<file path="config.mk">
export PLATFORM = sky130hd
export DESIGN_NAME = led_pattern_engine
export DESIGN_NICKNAME = d
export VERILOG_FILES = /design/src/rtl/led_pattern_engine.sv
export SDC_FILE = /design/constraint.sdc
export NUM_CORES = 1
export LEC_CHECK = 0
export ABC_AREA = 0
export CORE_AREA = 8 8 83 77
export CTS_CLUSTER_DIAMETER = 30
export DETAILED_ROUTE_END_ITERATION = 6
export DIE_AREA = 0 0 91 85
export GPL_ROUTABILITY_DRIVEN = 0
export PLACE_DENSITY = 0.62
export SYNTH_ARGS = -nofsm -noshare
export SYNTH_HDL_FRONTEND = slang
export SYNTH_SLANG_ARGS = --single-unit
</file>
<file path="constraint.sdc">
create_clock -name clock -period 2.03 [get_ports clock]
set_input_delay 0.3045 -clock clock [delete_from_list [all_inputs] [get_ports clock]]
set_output_delay 0.3045 -clock clock [all_outputs]
set_load 0.02 [all_outputs]
</file>
<file path="src/rtl/led_pattern_engine.sv">
// LED pattern engine: rotate/ping-pong/flash at a selectable step rate.
// Optional ping-pong FSM is built when PATTERN_PINGPONG_EN is defined.
module led_pattern_engine #(
   parameter int N_LEDS     = 4,
   parameter int NB_COUNTER = 16,
   parameter int NB_SPEED   = 2,
   parameter int BASE_LIMIT = 256
) (
   input  logic                clock,
   input  logic                i_reset,
   input  logic                i_enable,
   input  logic [NB_SPEED-1:0] i_speed,
   input  logic [1:0]          i_mode,
   input  logic [1:0]          i_color,
   output logic [N_LEDS-1:0]   o_led,
   output logic [N_LEDS-1:0]   o_led_b,
   output logic [N_LEDS-1:0]   o_led_g,
   output logic [N_LEDS-1:0]   o_led_r,
   output logic                o_tick,
   output logic                o_cycle
);

   localparam logic [N_LEDS-1:0]     PAT_ONE = N_LEDS'(1);
   localparam logic [N_LEDS-1:0]     PAT_ALL = '1;
   localparam logic [NB_COUNTER-1:0] BASE    = NB_COUNTER'(BASE_LIMIT);
   localparam logic [NB_COUNTER-1:0] ONE_CNT = NB_COUNTER'(1);

   logic [NB_COUNTER-1:0] count_q;
   logic [NB_COUNTER-1:0] limit;
   logic [N_LEDS-1:0]     pat_q;
   logic [N_LEDS-1:0]     pat_d;
   logic [1:0]            mode_q;
   logic [1:0]            color_q;
   logic                  tick_q;
   logic                  cycle_q;
   logic                  cycle_d;
   logic                  mode_chg;
   logic                  step;

   assign limit    = BASE << i_speed;
   assign mode_chg = (i_mode != mode_q);
   // >= lets a switch to a shorter period step on the next enabled cycle
   assign step     = i_enable && !mode_chg && (count_q >= limit - ONE_CNT);

`ifdef PATTERN_PINGPONG_EN
   typedef enum logic {UP, DOWN} pp_state_t;
   pp_state_t state_q;
   pp_state_t state_d;

   // Ping-pong direction register
   always_ff @(posedge clock) begin
      if (i_reset) state_q <= UP;
      else         state_q <= state_d;
   end
`endif

   // Next pattern, ping-pong direction and cycle flag
   always_comb begin
      pat_d   = pat_q;
      cycle_d = 1'b0;
`ifdef PATTERN_PINGPONG_EN
      state_d = state_q;
`endif
      if (mode_chg) begin
         pat_d = (i_mode == 2'b11) ? PAT_ALL : PAT_ONE;
`ifdef PATTERN_PINGPONG_EN
         state_d = UP;
`endif
      end else if (step) begin
         unique case (mode_q)
            2'b01: begin
               pat_d   = {pat_q[0], pat_q[N_LEDS-1:1]};
               cycle_d = (pat_d == PAT_ONE);
            end
`ifdef PATTERN_PINGPONG_EN
            2'b10: begin
               if (state_q == UP) begin
                  pat_d = pat_q << 1;
                  if (pat_d[N_LEDS-1]) state_d = DOWN;
               end else begin
                  pat_d = pat_q >> 1;
                  if (pat_d[0]) begin
                     state_d = UP;
                     cycle_d = 1'b1;
                  end
               end
            end
`endif
            2'b11: begin
               pat_d   = ~pat_q;
               cycle_d = (pat_d == PAT_ALL);
            end
            default: begin
               pat_d   = {pat_q[N_LEDS-2:0], pat_q[N_LEDS-1]};
               cycle_d = (pat_d == PAT_ONE);
            end
         endcase
      end
   end

   // Prescaler, pattern, colour and pulse registers
   always_ff @(posedge clock) begin
      if (i_reset) begin
         count_q <= '0;
         pat_q   <= PAT_ONE;
         mode_q  <= 2'b00;
         color_q <= 2'b00;
         tick_q  <= 1'b0;
         cycle_q <= 1'b0;
      end else begin
         mode_q  <= i_mode;
         pat_q   <= pat_d;
         tick_q  <= step;
         cycle_q <= cycle_d;
         if (mode_chg)      count_q <= '0;
         else if (step)     count_q <= '0;
         else if (i_enable) count_q <= count_q + ONE_CNT;
         if (step || !i_enable) color_q <= i_color;
      end
   end

   assign o_led   = pat_q;
   assign o_led_b = (color_q == 2'b00 || color_q == 2'b11) ? pat_q : '0;
   assign o_led_g = (color_q == 2'b01 || color_q == 2'b11) ? pat_q : '0;
   assign o_led_r = (color_q == 2'b10 || color_q == 2'b11) ? pat_q : '0;
   assign o_tick  = tick_q;
   assign o_cycle = cycle_q;

endmodule

</file>
After elaboration in Yosys (flattened, before gate mapping)
Index checks and enable logic that the tools add are counted.
- divide/modulo/power cells: 0
- multiplexer cells: 8
- $mul: 0
- shift-type cells: 1
- bitwise gates (word level): 2
- order comparisons: 1
- reduce and logical (&&, ||, !) cells: 12
- equality and inequality tests: 10
- add/subtract/negate cells: 2
- operator list (cell ; number):
    4-bit two-way mux ; 6
    16-bit by 1-bit adder with 16-bit output (second input constant) ; 1
    16-bit greater-or-equal comparator ; 1
    9-bit by 2-bit << shifter with 16-bit output (first input constant) ; 1
    16-bit by 1-bit subtractor with 16-bit output (second input constant) ; 1
    2-bit == test (second input constant) ; 4
    4-bit by 1-bit == test with 1-bit output (second input constant) ; 2
    4-bit one-hot mux with 2 select lines ; 1
    3-bit OR reduction ; 2
    2-bit by 1-bit == test with 1-bit output (second input constant) ; 2
    4-bit == test (second input constant) ; 1
    1-bit logical OR ; 4
    4-bit NOT ; 1
    1-bit logical AND ; 2
    1-bit logical NOT ; 2
    2-bit logical NOT ; 1
    2-bit inequality test ; 1
    1-bit one-hot mux with 2 select lines ; 1
    2-bit nonzero test ; 1
    1-bit NOT ; 1
- bits in latches: 0
- bits in read-only memories: 0
- input bits: 9
- flip-flop bits (word level): 26
- RAM bits: 0
- output and inout bits: 18
- word-level logic and storage cells: 42
- memories: 0

Depth between registers and ports, before layout
- depth after elaboration: 6
- depth in mapped cells: 7
- gate-level depth less buffers: 6

Least setup slack after synthesis
Ideal clock, no wire load.
- path type: register -> register
- start point: reg count_q[0]
- end point: reg count_q[3]
- setup slack: 0.164 ns
- stages on the path, launching flop included: 7
- period minus slack after synthesis: 1.866 ns
- data required time: 1.908 ns
- path buffers: 1
- arrival: 1.744 ns
- library setup time: 0.122 ns
- cells stage by stage: dfxtp_1 > ha_1 > nand4_2 > or3_1 > buf_2 > nor4b_1 > a311o_1
- longest elaborated chain between the ends: 3
- elaborated cells between the ends (all ways): 4
- classes of those cells: 1 x add/sub; 1 x order compare; 2 x reduce/logical
- ends and longest elaborated chain (element ; RTL line ; source):
    start, declared ; 28 ; logic [NB_COUNTER-1:0] count_q;
    start signal, assigned ; 117 ; else if (i_enable) count_q <= count_q + ONE_CNT;
    16-bit greater-or-equal comparator ; 43 ; assign step = i_enable && !mode_chg && (count_q >= limit - ONE_CNT);
    1-bit logical AND ; 43 ;
    3-bit OR reduction (no source line) ; -- ;
Parallel ways exist; a longest one is shown, timed or not.
A chain may end at the register's enable or synchronous reset.

Worst setup path after layout
- start point: reg count_q[11]
- end point: reg count_q[3]
- longest elaborated chain between the ends: 3
- ends and longest elaborated chain (element ; RTL line):
    16-bit greater-or-equal comparator ; 43
    1-bit logical AND ; 43
    3-bit OR reduction (no source line) ; --
No other way between the ends.

==> metrics.cfg <==
[setup_path]
cp_slowest_stage_delay_ns = 0.47
crit_family = simple AND/OR/NAND/NOR gates
cp-end-kind = flip-flop
path_class = flip-flop to flip-flop
r2r_slack_ns = 0.11
crit_fanout = 7
reg2regPathDepth = 5
r2r-end = count_q[3]$_SDFFE_PP0P_
rr_startpoint = count_q[11]$_SDFFE_PP0P_
cp.arrival_ns = 2.09
worstSetupStartpointType = flip-flop
slowest_stage = or3_4
cp.required_ns = 2.20
crit_chain = ha_1 -> nand4_1 -> or3_4 -> nor4b_2 -> a311o_1
path_buf_inv = 0

[synthesis]
synth_area_mm2 = 0.001733
synth_largest_area_cell = dfxtp_1
yosysSeqAreaShare_pct = 30.04
ys.flop_type = dfxtp_1
synth_warnings = 0
ys_ff_latch = 26
ys_async_sr_fraction_pct = 0
synth_top_area_share_pct = 30.04
synth-edff-count = 0
synth.net_count = 232
synthCells = 216
synthTopCellsByArea = dfxtp_1 (30%), nor3_1 (5.5%), ha_1 (5.1%), xnor2_1 (3.5%), a21oi_1 (3.5%)
syn_area_per_cell_um2 = 8.023
synth_cell_types = 49

[routing]
routed_wirelength_um = 4460
viasPerCell = 5.235
drt_iter0_markers = 136
vias = 1738
drtAntennaViolNets = 0
drc_errors = 0
wl_per_cell_um = 13.43
drtPass1Iterations = 4

[timing]
slew_headroom_pct = 42.03
rsz0062_at_grt = no
tightest_slew_ns = 0.8629
fin_ws_ns = 0.1097
hold_violations = 0
finalSetupViolations = 0
fin_crit_sh_pct = 94.59
slew_viol_final = 0
finalClockSkew_ns = 0.007816
finalCriticalPeriod_ns = 1.920
fmax_mhz = 520.8

[clock_network]
cts_root_buffer = clkbuf_8
clkSinkCount = 26
clk_pin_slew_ns = 0.10
clock_latency_ns = 0.28
cts_tree = built
cts_hold_buf = 0
cts_buffer_depth = 2
cts_buffers = 3
h-tree-depth = 1

[die]
fp.dieH_um = 85
start_util_pct = 34.20
fp.dieArea_mm2 = 0.007735
core-area_mm2 = 0.005067
fp.dieW_um = 91
rows = 25
ios = 27

[power_and_ir_drop]
power_density_mw_per_mm2 = 516.0
peakVddDrop_uv = 371.2
leakagePower_nw = 0.9174
power_mw = 1.238

[min_path]
min_path_type = flip-flop to flip-flop
min_path_cells = 2
min_to = count_q[0]$_SDFFE_PP0P_
hold_start = count_q[0]$_SDFFE_PP0P_

[finish]
layout_common_cells = buf_4 (33), dfxtp_1 (26), nor3_1 (19), clkdlybuf4s50_1 (16), nand2_1 (15)
drive_gt1_share_pct = 21.13
fin_cells = 332
mostFrequentLayoutCell = buf_4
nNetsFinal = 282
areaGrowthSynthToFinish_pct = 38.48
fillers = 504
n_antenna_cell = 0

[status]
status = finished clean

[placed_design]
port_buffers = 26
dp_slack_ns = -0.4602
place_inst = 326
place_hpwl_um = 3458

[global_route]
grt_usage_pct = 11.55
overflow = 0
top_usage_layer = met2
antenna_found_initial = 0
grt.met1_usage_pct = 15.39
grt_max_degree = 17
grt_use_met3_pct = 1.499
use_met2_pct = 18.77
grt_first_pass_wirelength_um = 7686
first_global_vias = 1649

[job]
drv_cap = 0

==> sequential cells by signal, indices dropped and copies added (netlist names) <==
signal,count
o_cycle,1
color_q,2
count_q,16
o_led,4
mode_q,2
o_tick,1
==> area by class of cell <==
type                    count  area [um^2]  area share [%]
inverters                   9        33.78           1.408
repair buffers             59        503.0           20.96
flip-flops and latches     26        520.5           21.69
clock inverters             1        30.03           1.251
multi-input cells         167         1187           49.48
clock buffers               3        41.29           1.721
well taps                  67        83.83           3.493
==> how the worst max path moves through the flow <==
stage	from	end	slack, ns	depth (start not counted)
floorplan	count_q[0]$_SDFFE_PP0P_	count_q[3]$_SDFFE_PP0P_	0.16	6
global placement	i_speed[1]	o_led[3]$_SDFFE_PP0P_	-0.37	7
detailed placement	i_speed[1]	count_q[7]$_SDFFE_PP0P_	-0.46	8
CTS	i_speed[1]	o_led[3]$_SDFFE_PP0P_	0.003	7
global route	count_q[11]$_SDFFE_PP0P_	count_q[3]$_SDFFE_PP0P_	0.02	5
finish	count_q[11]$_SDFFE_PP0P_	count_q[3]$_SDFFE_PP0P_	0.11	5
==> worst min-delay path: stages (launching register included) <==
cell and delay (ns):
dfxtp_1 0.36, nand2_1 0.07, a21oi_1 0.05
==> cells in the mapped netlist, drive strengths merged (3+ instances only) <==
library cell	n
dfxtp	26
nor3	19
nand2	15
a21oi	12
nor2	12
clkbuf	11
nand4	10
nand3	9
and2	8
inv	8
ha	7
nor2b	7
or3	7
xnor2	7
nand2b	4
nor4	4
xor2	4
a211oi	3
buf	3
mux2	3
nand4b	3
o21ai	3
o311ai	3
==> per-layer routing <==
layer / wire length [um] / share of wire (%)
met1: 2191 / 49
met2: 2039 / 46
met3: 183 / 4.1
met4: 46 / 1.0
met5: 0 / 0
==> repair_timing <==
| action | in CTS | in global routing |
|---|---|---|
| pin swaps | 4 | 4 |
| buffers inserted | 0 | 2 |
| gates resized for setup | 13 | 9 |
| endpoints found under the hold margin | 0 | 0 |
| endpoints found under the setup margin | 27 | 18 |
==> kinds of logic after synthesis <==
logic type	synth area share (%)
compound gates	14.59
other cells	0.2164
xor+xnor	5.559
buf+inv	5.198
flops	30.04
fa+ha+maj	5.054
simple gates	36.82
mux	2.527
==> report_power, final <==
part / switching (mW) / leakage, nW / internal (mW)
registers: 0.0218 / 0.211 / 0.522
logic: 0.132 / 0.671 / 0.127
clock network: 0.171 / 0.0357 / 0.264
total: 0.325 / 0.917 / 0.914
==> stage by stage <==
stage               instance area (um^2)  util [%]  TNS, ns  hold WS, ns
CTS                                 2336     46.10        0       0.5104
detailed placement                  2253     44.47   -9.555       0.4981
global placement                    2253     44.47   -7.297       0.4902
global route                        2400     47.36        0       0.5614
finish                              2400     47.36        0       0.5129
floorplan                           1733         -        0       0.4696
(Power assumes the default switching activity.)
